**src/rtl/kyogenrv_avm_pkg.sv**
```systemverilog
// kyogenrv_avm_pkg: shared state type and defaults for the KyogenRV Avalon-MM bridges
package kyogenrv_avm_pkg;
  typedef enum logic [1:0] {IDLE, RD_CMD, RD_DATA, WR_CMD} krv_avm_state_t;
  localparam logic [31:0] KRV_AVM_ERR_DATA = 32'hDEAD_BEEF;
  localparam int KRV_AVM_TIMEOUT = 1024;
endpackage

```
**src/rtl/kyogenrv_avm_timeout.sv**
```systemverilog
// kyogenrv_avm_timeout: saturating cycle counter flagging an outstanding bus access as dead
module kyogenrv_avm_timeout
  import kyogenrv_avm_pkg::*;
#(
  parameter int LIMIT = KRV_AVM_TIMEOUT
) (
  input  logic clock,
  input  logic reset,
  input  logic clear,
  input  logic en,
  output logic expired
);
  localparam int W = (LIMIT < 2) ? 1 : $clog2(LIMIT + 1);
  logic [W-1:0] cnt;
  always_ff @(posedge clock or negedge reset)
    if (!reset) cnt <= '0;
    else if (clear) cnt <= '0;
    else if (en && cnt != W'(LIMIT)) cnt <= cnt + W'(1);
  // LIMIT of 0 keeps the counter parked at 0 and never expires
  assign expired = (LIMIT != 0) && (cnt == W'(LIMIT));
endmodule

```
**src/rtl/kyogenrv_dmem_avm_bridge.sv**
```systemverilog
// kyogenrv_dmem_avm_bridge: serialises KyogenRV dmem requests onto a pipelined Avalon-MM master
module kyogenrv_dmem_avm_bridge
  import kyogenrv_avm_pkg::*;
#(
  parameter int          TIMEOUT_CYC = KRV_AVM_TIMEOUT,
  parameter logic [31:0] ERR_DATA    = KRV_AVM_ERR_DATA
) (
  input  logic        clock,
  input  logic        reset,
  input  logic        r_dmem_data_req,
  input  logic        w_dmem_data_req,
  input  logic [31:0] dmem_addr,
  input  logic [31:0] w_dmem_data,
  input  logic [3:0]  w_dmem_data_byteenable,
  output logic        r_dmem_data_ack,
  output logic [31:0] r_dmem_data,
  output logic        dmem_waitrequest,
  output logic [31:0] avm_address,
  output logic        avm_read,
  output logic        avm_write,
  output logic [31:0] avm_writedata,
  output logic [3:0]  avm_byteenable,
  input  logic        avm_waitrequest,
  input  logic [31:0] avm_readdata,
  input  logic        avm_readdatavalid,
  input  logic        clear_error,
  output logic        bus_error
);
  krv_avm_state_t state, state_n;
  logic done, done_n, expired, set_err;
  logic rd_n, wr_n, ack_n;
  logic [31:0] addr_n, wdata_n, rdata_n;
  logic [3:0] be_n;

  kyogenrv_avm_timeout #(.LIMIT(TIMEOUT_CYC)) u_timeout (
    .clock(clock), .reset(reset), .clear(state == IDLE), .en(state != IDLE), .expired(expired)
  );

  assign dmem_waitrequest = (r_dmem_data_req | w_dmem_data_req) & ~done;

  always_comb begin
    state_n = state;
    done_n  = 1'b0;
    ack_n   = 1'b0;
    set_err = 1'b0;
    rd_n    = avm_read;
    wr_n    = avm_write;
    addr_n  = avm_address;
    wdata_n = avm_writedata;
    be_n    = avm_byteenable;
    rdata_n = r_dmem_data;
    case (state)
      IDLE:
        if (!done && r_dmem_data_req) begin
          state_n = RD_CMD;
          rd_n    = 1'b1;
          addr_n  = dmem_addr;
          be_n    = 4'hF;
          set_err = w_dmem_data_req;
        end else if (!done && w_dmem_data_req) begin
          state_n = WR_CMD;
          wr_n    = 1'b1;
          addr_n  = dmem_addr;
          wdata_n = w_dmem_data;
          be_n    = w_dmem_data_byteenable;
        end
      RD_CMD, RD_DATA:
        // real data beats the timeout when both land in the same cycle
        if ((state == RD_DATA || !avm_waitrequest) && avm_readdatavalid) begin
          {rd_n, ack_n, done_n, state_n} = {1'b0, 1'b1, 1'b1, IDLE};
          rdata_n = avm_readdata;
        end else if (expired) begin
          {rd_n, ack_n, done_n, set_err, state_n} = {1'b0, 1'b1, 1'b1, 1'b1, IDLE};
          rdata_n = ERR_DATA;
        end else if (state == RD_CMD && !avm_waitrequest) begin
          rd_n    = 1'b0;
          state_n = RD_DATA;
        end
      WR_CMD:
        if (!avm_waitrequest || expired) begin
          {wr_n, done_n, state_n} = {1'b0, 1'b1, IDLE};
          set_err = avm_waitrequest;
        end
      default: state_n = IDLE;
    endcase
  end

  always_ff @(posedge clock or negedge reset)
    if (!reset) state <= IDLE;
    else state <= state_n;

  always_ff @(posedge clock or negedge reset)
    if (!reset) begin
      done            <= 1'b0;
      avm_read        <= 1'b0;
      avm_write       <= 1'b0;
      avm_address     <= '0;
      avm_writedata   <= '0;
      avm_byteenable  <= '0;
      r_dmem_data     <= '0;
      r_dmem_data_ack <= 1'b0;
      bus_error       <= 1'b0;
    end else begin
      done            <= done_n;
      avm_read        <= rd_n;
      avm_write       <= wr_n;
      avm_address     <= addr_n;
      avm_writedata   <= wdata_n;
      avm_byteenable  <= be_n;
      r_dmem_data     <= rdata_n;
      r_dmem_data_ack <= ack_n;
      bus_error       <= set_err | (bus_error & ~clear_error);
    end
endmodule

```
**config.mk**
```make
export PLATFORM = sky130hd
export DESIGN_NAME = kyogenrv_dmem_avm_bridge
export DESIGN_NICKNAME = d
export VERILOG_FILES = /design/src/rtl/kyogenrv_avm_pkg.sv /design/src/rtl/kyogenrv_avm_timeout.sv /design/src/rtl/kyogenrv_dmem_avm_bridge.sv
export SDC_FILE = /design/constraint.sdc
export NUM_CORES = 1
export LEC_CHECK = 0
export ABC_AREA = 1
export CORE_MARGIN = 2
export CORE_UTILIZATION = 35
export DETAILED_ROUTE_END_ITERATION = 7
export HOLD_SLACK_MARGIN = 0.12
export PLACE_DENSITY = 0.77
export SYNTH_ARGS = -nofsm -noshare
export SYNTH_HDL_FRONTEND = slang
export SYNTH_SLANG_ARGS = --single-unit
```
**constraint.sdc**
```tcl
create_clock -name clock -period 2.6 [get_ports clock]
set_clock_uncertainty 0.2 [all_clocks]
set_input_delay 0.52 -clock clock [delete_from_list [all_inputs] [get_ports clock]]
set_output_delay 0.52 -clock clock [all_outputs]
set_load 0.05 [all_outputs]
```
# [Yosys cells after proc, flatten, opt, wreduce, memory -nomap -nowiden]
# Index checks and enable logic that the tools add are counted.
[word_totals] register_bits=118 in_bits=107 out_inout_bits=105 word_cells=86
[op_classes] add_sub_neg=1 eq_ne=11 mux=33 bitwise=7 n_reduce_logical=23
[op_table] operator="32-bit 2-to-1 mux" n=4
[op_table] operator="11-bit 2-to-1 mux" n=2
[op_table] operator="1-bit 2-to-1 mux" n=14
[op_table] operator="2-bit 2-to-1 mux" n=6
[op_table] operator="2-bit nonzero test" n=6
[op_table] operator="11-bit by 1-bit adder with 11-bit output (second input constant)" n=1
[op_table] operator="11-bit == test (second input constant)" n=1
[op_table] operator="11-bit != test (second input constant)" n=1
[op_table] operator="3-bit AND reduction" n=3
[op_table] operator="4-bit 2-to-1 mux" n=2
[op_table] operator="2-bit != test (second input constant)" n=4
[op_table] operator="1-bit case mux with 2 select lines" n=3
[op_table] operator="2-bit case mux with 3 select lines" n=1
[op_table] operator="1-bit logical AND" n=5
[op_table] operator="2-bit == test (second input constant)" n=2
[op_table] operator="4-bit != test (second input constant)" n=1
[op_table] operator="2-bit AND reduction" n=2
[op_table] operator="4-bit AND reduction" n=1
[op_table] operator="3-bit != test (second input constant)" n=1
[op_table] operator="1-bit NOT" n=3
[op_table] operator="1-bit case mux with 3 select lines" n=1
[op_table] operator="1-bit AND" n=2
[op_table] operator="2-bit by 1-bit == test with 1-bit output (second input constant)" n=1
[op_table] operator="1-bit logical NOT" n=2
[op_table] operator="4 further kinds" n=6

# [Logic depth before layout (Yosys ltp)]
# Gate-level depths: netlist (run 1).
[depth] ltp_word=6 mapped_depth=11 mapped_depth_nobuf=11

# [By module]
# A second synthesis (run 1) with hierarchy kept.
[hier_totals] cells_unflattened=584 hier_area_um2=5116.2
[modules_own_cells] mod="kyogenrv_dmem_avm_bridge" instances=1 cells_per_inst=479 area_each_um2=4322.9 seq_area_each_um2=2677.6
[modules_own_cells] mod="kyogenrv_avm_timeout" instances=1 cells_per_inst=105 area_each_um2=793.3 seq_area_each_um2=275.3

# [Worst setup path after synthesis (run 1)]
# No wires, ideal clock.
[synth_path] kind="input to register" startpoint="in w_dmem_data_req" endpoint="reg avm_address[12]" setup_ns=0.118 t_arrival_ns=1.706 t_required_ns=2.282 slack_ns=0.576 cell_stages=9 path_buffers=2 cell_sequence="inv_1 > nor2_1 > clkinv_1 > nand2_1 > nand2_1 > buf_2 > buf_6 > nand2_1 > nand2_1"
[synth_between] elab_chain_cells=3
[synth_lines] element="start: declaration" line_no="kyogenrv_dmem_avm_bridge.sv:11" source="input logic w_dmem_data_req,"
[synth_lines] element="1-bit logical AND" line_no="kyogenrv_dmem_avm_bridge.sv:60" source="end else if (!done && w_dmem_data_req) begin"
[synth_lines] element="2-bit nonzero test (no line)"
[synth_lines] element="2-bit AND reduction (no line)"
[synth_lines] element="end signal: assignment" line_no="kyogenrv_dmem_avm_bridge.sv:107" source="avm_address <= addr_n;"
[synth_lines] element="end: declaration" line_no="kyogenrv_dmem_avm_bridge.sv:18" source="output logic [31:0] avm_address,"
# Every way passes these cells.
# A chain may end at the register's enable or synchronous reset.

# [Final worst setup path (run 1)]
[layout_path] startpoint="reg avm_read" endpoint="out avm_read"
[layout_lines] element="start: declaration" line_no="kyogenrv_dmem_avm_bridge.sv:19" source="output logic avm_read,"
[layout_lines] element="start signal: assignment" line_no="kyogenrv_dmem_avm_bridge.sv:105" source="avm_read <= rd_n;"
# No word-level cell between the ends.

==> results of run 1 <==
-- power by group --
group / switching, mW / internal (mW)
Sequential: 0.474 / 2.67
Clock: 0.825 / 1.76
Combinational: 4.39 / 2.11
Total: 5.68 / 6.53
-- stage by stage --
stage	std cells	utilization, %	power, mW	cell area (um2)
2_1_floorplan	569	-	7.48	4980
3_3_place_gp	951	52.6	9.61	7300
3_5_place_dp	951	52.6	9.70	7300
4_1_cts	984	57.4	12.4	7960
5_1_grt	984	57.4	12.9	7960
6_report	984	57.4	12.2	7960
-- cells in the mapped netlist --
cell	n	area share (%)
a21oi_1	8	0.80
nor2_2	41	5.1
buf_6	2	0.45
nor2_4	1	0.23
nand3_1	10	1.0
ha_1	6	1.5
nand2_4	5	1.1
o21ai_0	12	1.2
o211ai_1	1	0.15
nand2_2	1	0.13
nand2_1	258	19
inv_2	8	0.60
nor3_1	4	0.40
o31ai_1	1	0.15
inv_8	1	0.23
clkbuf_1	6	0.45
inv_1	20	1.5
clkinv_1	1	0.075
buf_12	2	0.80
nor2_1	53	4.0
xor2_1	1	0.18
dfrtp_1	118	59
buf_4	3	0.45
o22a_1	1	0.18
buf_2	5	0.50
-- metal layers --
metal	wire length (um)	up-vias	track usage (%)
met5	0	-	0
met2	6180	160	28.9
met4	168	0	6.68
met1	5440	2007	20.7
li1	-	2179	-
met3	1330	18	7.29
-- final cells by class --
cell class | count | area (um2)
clock buffer | 21 | 460
clock inverter | 11 | 195
tap | 180 | 225
inverter | 30 | 120
multi-input combinational | 403 | 1780
sequential | 118 | 2950
fill | 1211 | 5920
timing repair buffer | 221 | 2230
-- tightest hold or removal path, cell delays in order, from the launching register on --
cell and delay [ps]:
dfrtp_1 340, nand2_1 50, nand2_1 50
-- cell usage in the layout (no fill, tap or decap), types with 2 or more instances in the layout --
cell type          n
nand2_1          258
clkdlybuf4s50_1  209
dfrtp_1          118
nor2_1            53
nor2_2            41
inv_1             20
clkbuf_16         17
o21ai_0           12
nand3_1           10
inv_2              8
a21oi_1            8
buf_4              7
ha_1               6
nand2_4            5
bufinv_16          5
nor3_1             4
buf_12             4
clkbuf_1           2
clkbuf_8           2
clkinv_2           2
clkinv_4           2
inv_6              2
-- timing repair --
| action | in CTS | in global routing |
|---|---|---|
| resized for setup | 0 | 0 |
| hold buffers | 1 | 0 |
| hold endpoints to repair | 34 | 0 |
-- worst max-delay path by stage --
stage | slack, ps | from | to | depth (start not counted)
2_1_floorplan | 580 | w_dmem_data_req | avm_address[12] | 9
3_3_place_gp | 310 | avm_waitrequest | r_dmem_data[31] | 7
3_5_place_dp | 250 | w_dmem_data_req | avm_writedata[27] | 9
4_1_cts | 240 | avm_read | avm_read | 1
5_1_grt | 220 | avm_writedata[0] | avm_writedata[0] | 1
6_report | 270 | avm_read | avm_read | 1
-- registers in the layout, indices dropped and copies added, names as in the netlist, 2 cells and up --
| signal | count |
|---|---|
| avm_writedata | 32 |
| avm_address | 32 |
| r_dmem_data | 32 |
| state | 2 |
| avm_byteenable | 4 |
| u_timeout.cnt | 11 |
-- logic make-up (layout without fill, tap and decap cells) --
family,Yosys count,count (layout),share of synthesized area (%)
compound gates,23,23,2.49
xor+xnor,1,1,0.176
fa+ha+maj,6,6,1.51
flops,118,118,59.3
simple gates,373,373,31.5
buf+inv,48,283,5.07
==> results.ini, run 1 <==
[die]
dieArea_um2 = 15200
start_util_pct = 35.9
io_pins = 212
core_um2 = 13900
die_w_um = 123
die_h_um = 123
rows = 43

[finish]
drive_gt1_share_pct = 12.2
area_growth_pct = 59.9
final_nets = 904
diodes = 0

[setup_path]
cp.required_ps = 1880
r2r_slack_ps = 550
crit_fanout = 2
cpPeakStageDelay_ps = 830
reg2reg_depth = 7
timing.rr.start = state[0]
cp_top_family = buffers and inverters
worstPathCellList = clkdlybuf4s50_1
arrival_ps = 1610
cp-start-kind = flop
crit_path_top_delay_cell = clkdlybuf4s50_1
worst_setup_path_end_kind = output pin
r2r-end = r_dmem_data[12]
critPathBufInv = 1
critical_path_class = flop to output pin

[power_and_ir_drop]
p_per_area_nw_per_um2 = 1530
ir_drop_mv = 0.674
power_leakage_nw = 3.78

[drt]
final_antenna_net_count = 0
drt_iter0_drc = 178
firstDrtPassIters = 4
vias = 4364
drc = 0
viasPerCell = 4.43
wl_per_cell_um = 13.3
drt-total-wl_um = 13100

[cts]
clk_pin_slew_worst_paths_ps = 60
cts_buffer_depth = 2
cts_sinks = 118
cts_root_buf = clkbuf_16
clkLatencyLatePin_ps = 400
cts_tree = built
htreeDepth = 4
cts_setup_buffers = 0
cts_buffers = 17

[timing]
finalSetupTns_ps = 0
holdWs_ps = 273
final.period_utilization_pct = 89.5
slew_headroom_pct = 62.5
fin_crit_ps = 2330
final_hold_viol_count = 0
fin_ws_ps = 272
maxSlewViolCount = 0
worst_pin_slew_ps = 561
setup_viol = 0
max_freq_mhz = 430
rsz0062_at_grt = no

[worst_hold_path]
hp-class = flop to flop
hold_depth = 2
min_from = r_dmem_data[20]
hold_end = r_dmem_data[20]

[synth]
yosys_warnings = 0
syn-mean-instance-area_um2 = 8.75
synthCells = 569
synthDistinctLibCells = 25
synthesis.area_um2 = 4980
synth_seq_cells = 118
syn-num-nets = 682
yosysSeqAreaShare_pct = 59.3

[job]
cap_violations = 0

[global_route]
first_global_vias = 4273
grt_pass1_wl_um = 20700
grt_max_degree = 44
track_usage_pct = 17.7
antenna_found_initial = 0
grt-ovfl-total = 0

[place]
pre_cts_slack_ps = 253
port_buffers = 211
gp_congestion = 0.761
dp_hpwl_um = 9350

[outcome]
outcome = completed

Note: power is estimated with default switching activity, not from simulation.
==> inputs of run 2 (changes only) <==
--- a/config.mk
+++ b/config.mk
@@ -9,8 +9,8 @@
 export CORE_MARGIN = 2
 export CORE_UTILIZATION = 35
 export DETAILED_ROUTE_END_ITERATION = 7
-export HOLD_SLACK_MARGIN = 0.12
 export PLACE_DENSITY = 0.77
+export SKIP_CTS_REPAIR_TIMING = 1
 export SYNTH_ARGS = -nofsm -noshare
 export SYNTH_HDL_FRONTEND = slang
 export SYNTH_SLANG_ARGS = --single-unit
==> results of run 2 <==
No change in the layout: final DEF, timing and power equal those of run 1.
Among the figures that moved: via count of the first global-routing pass 4273 -> 4274
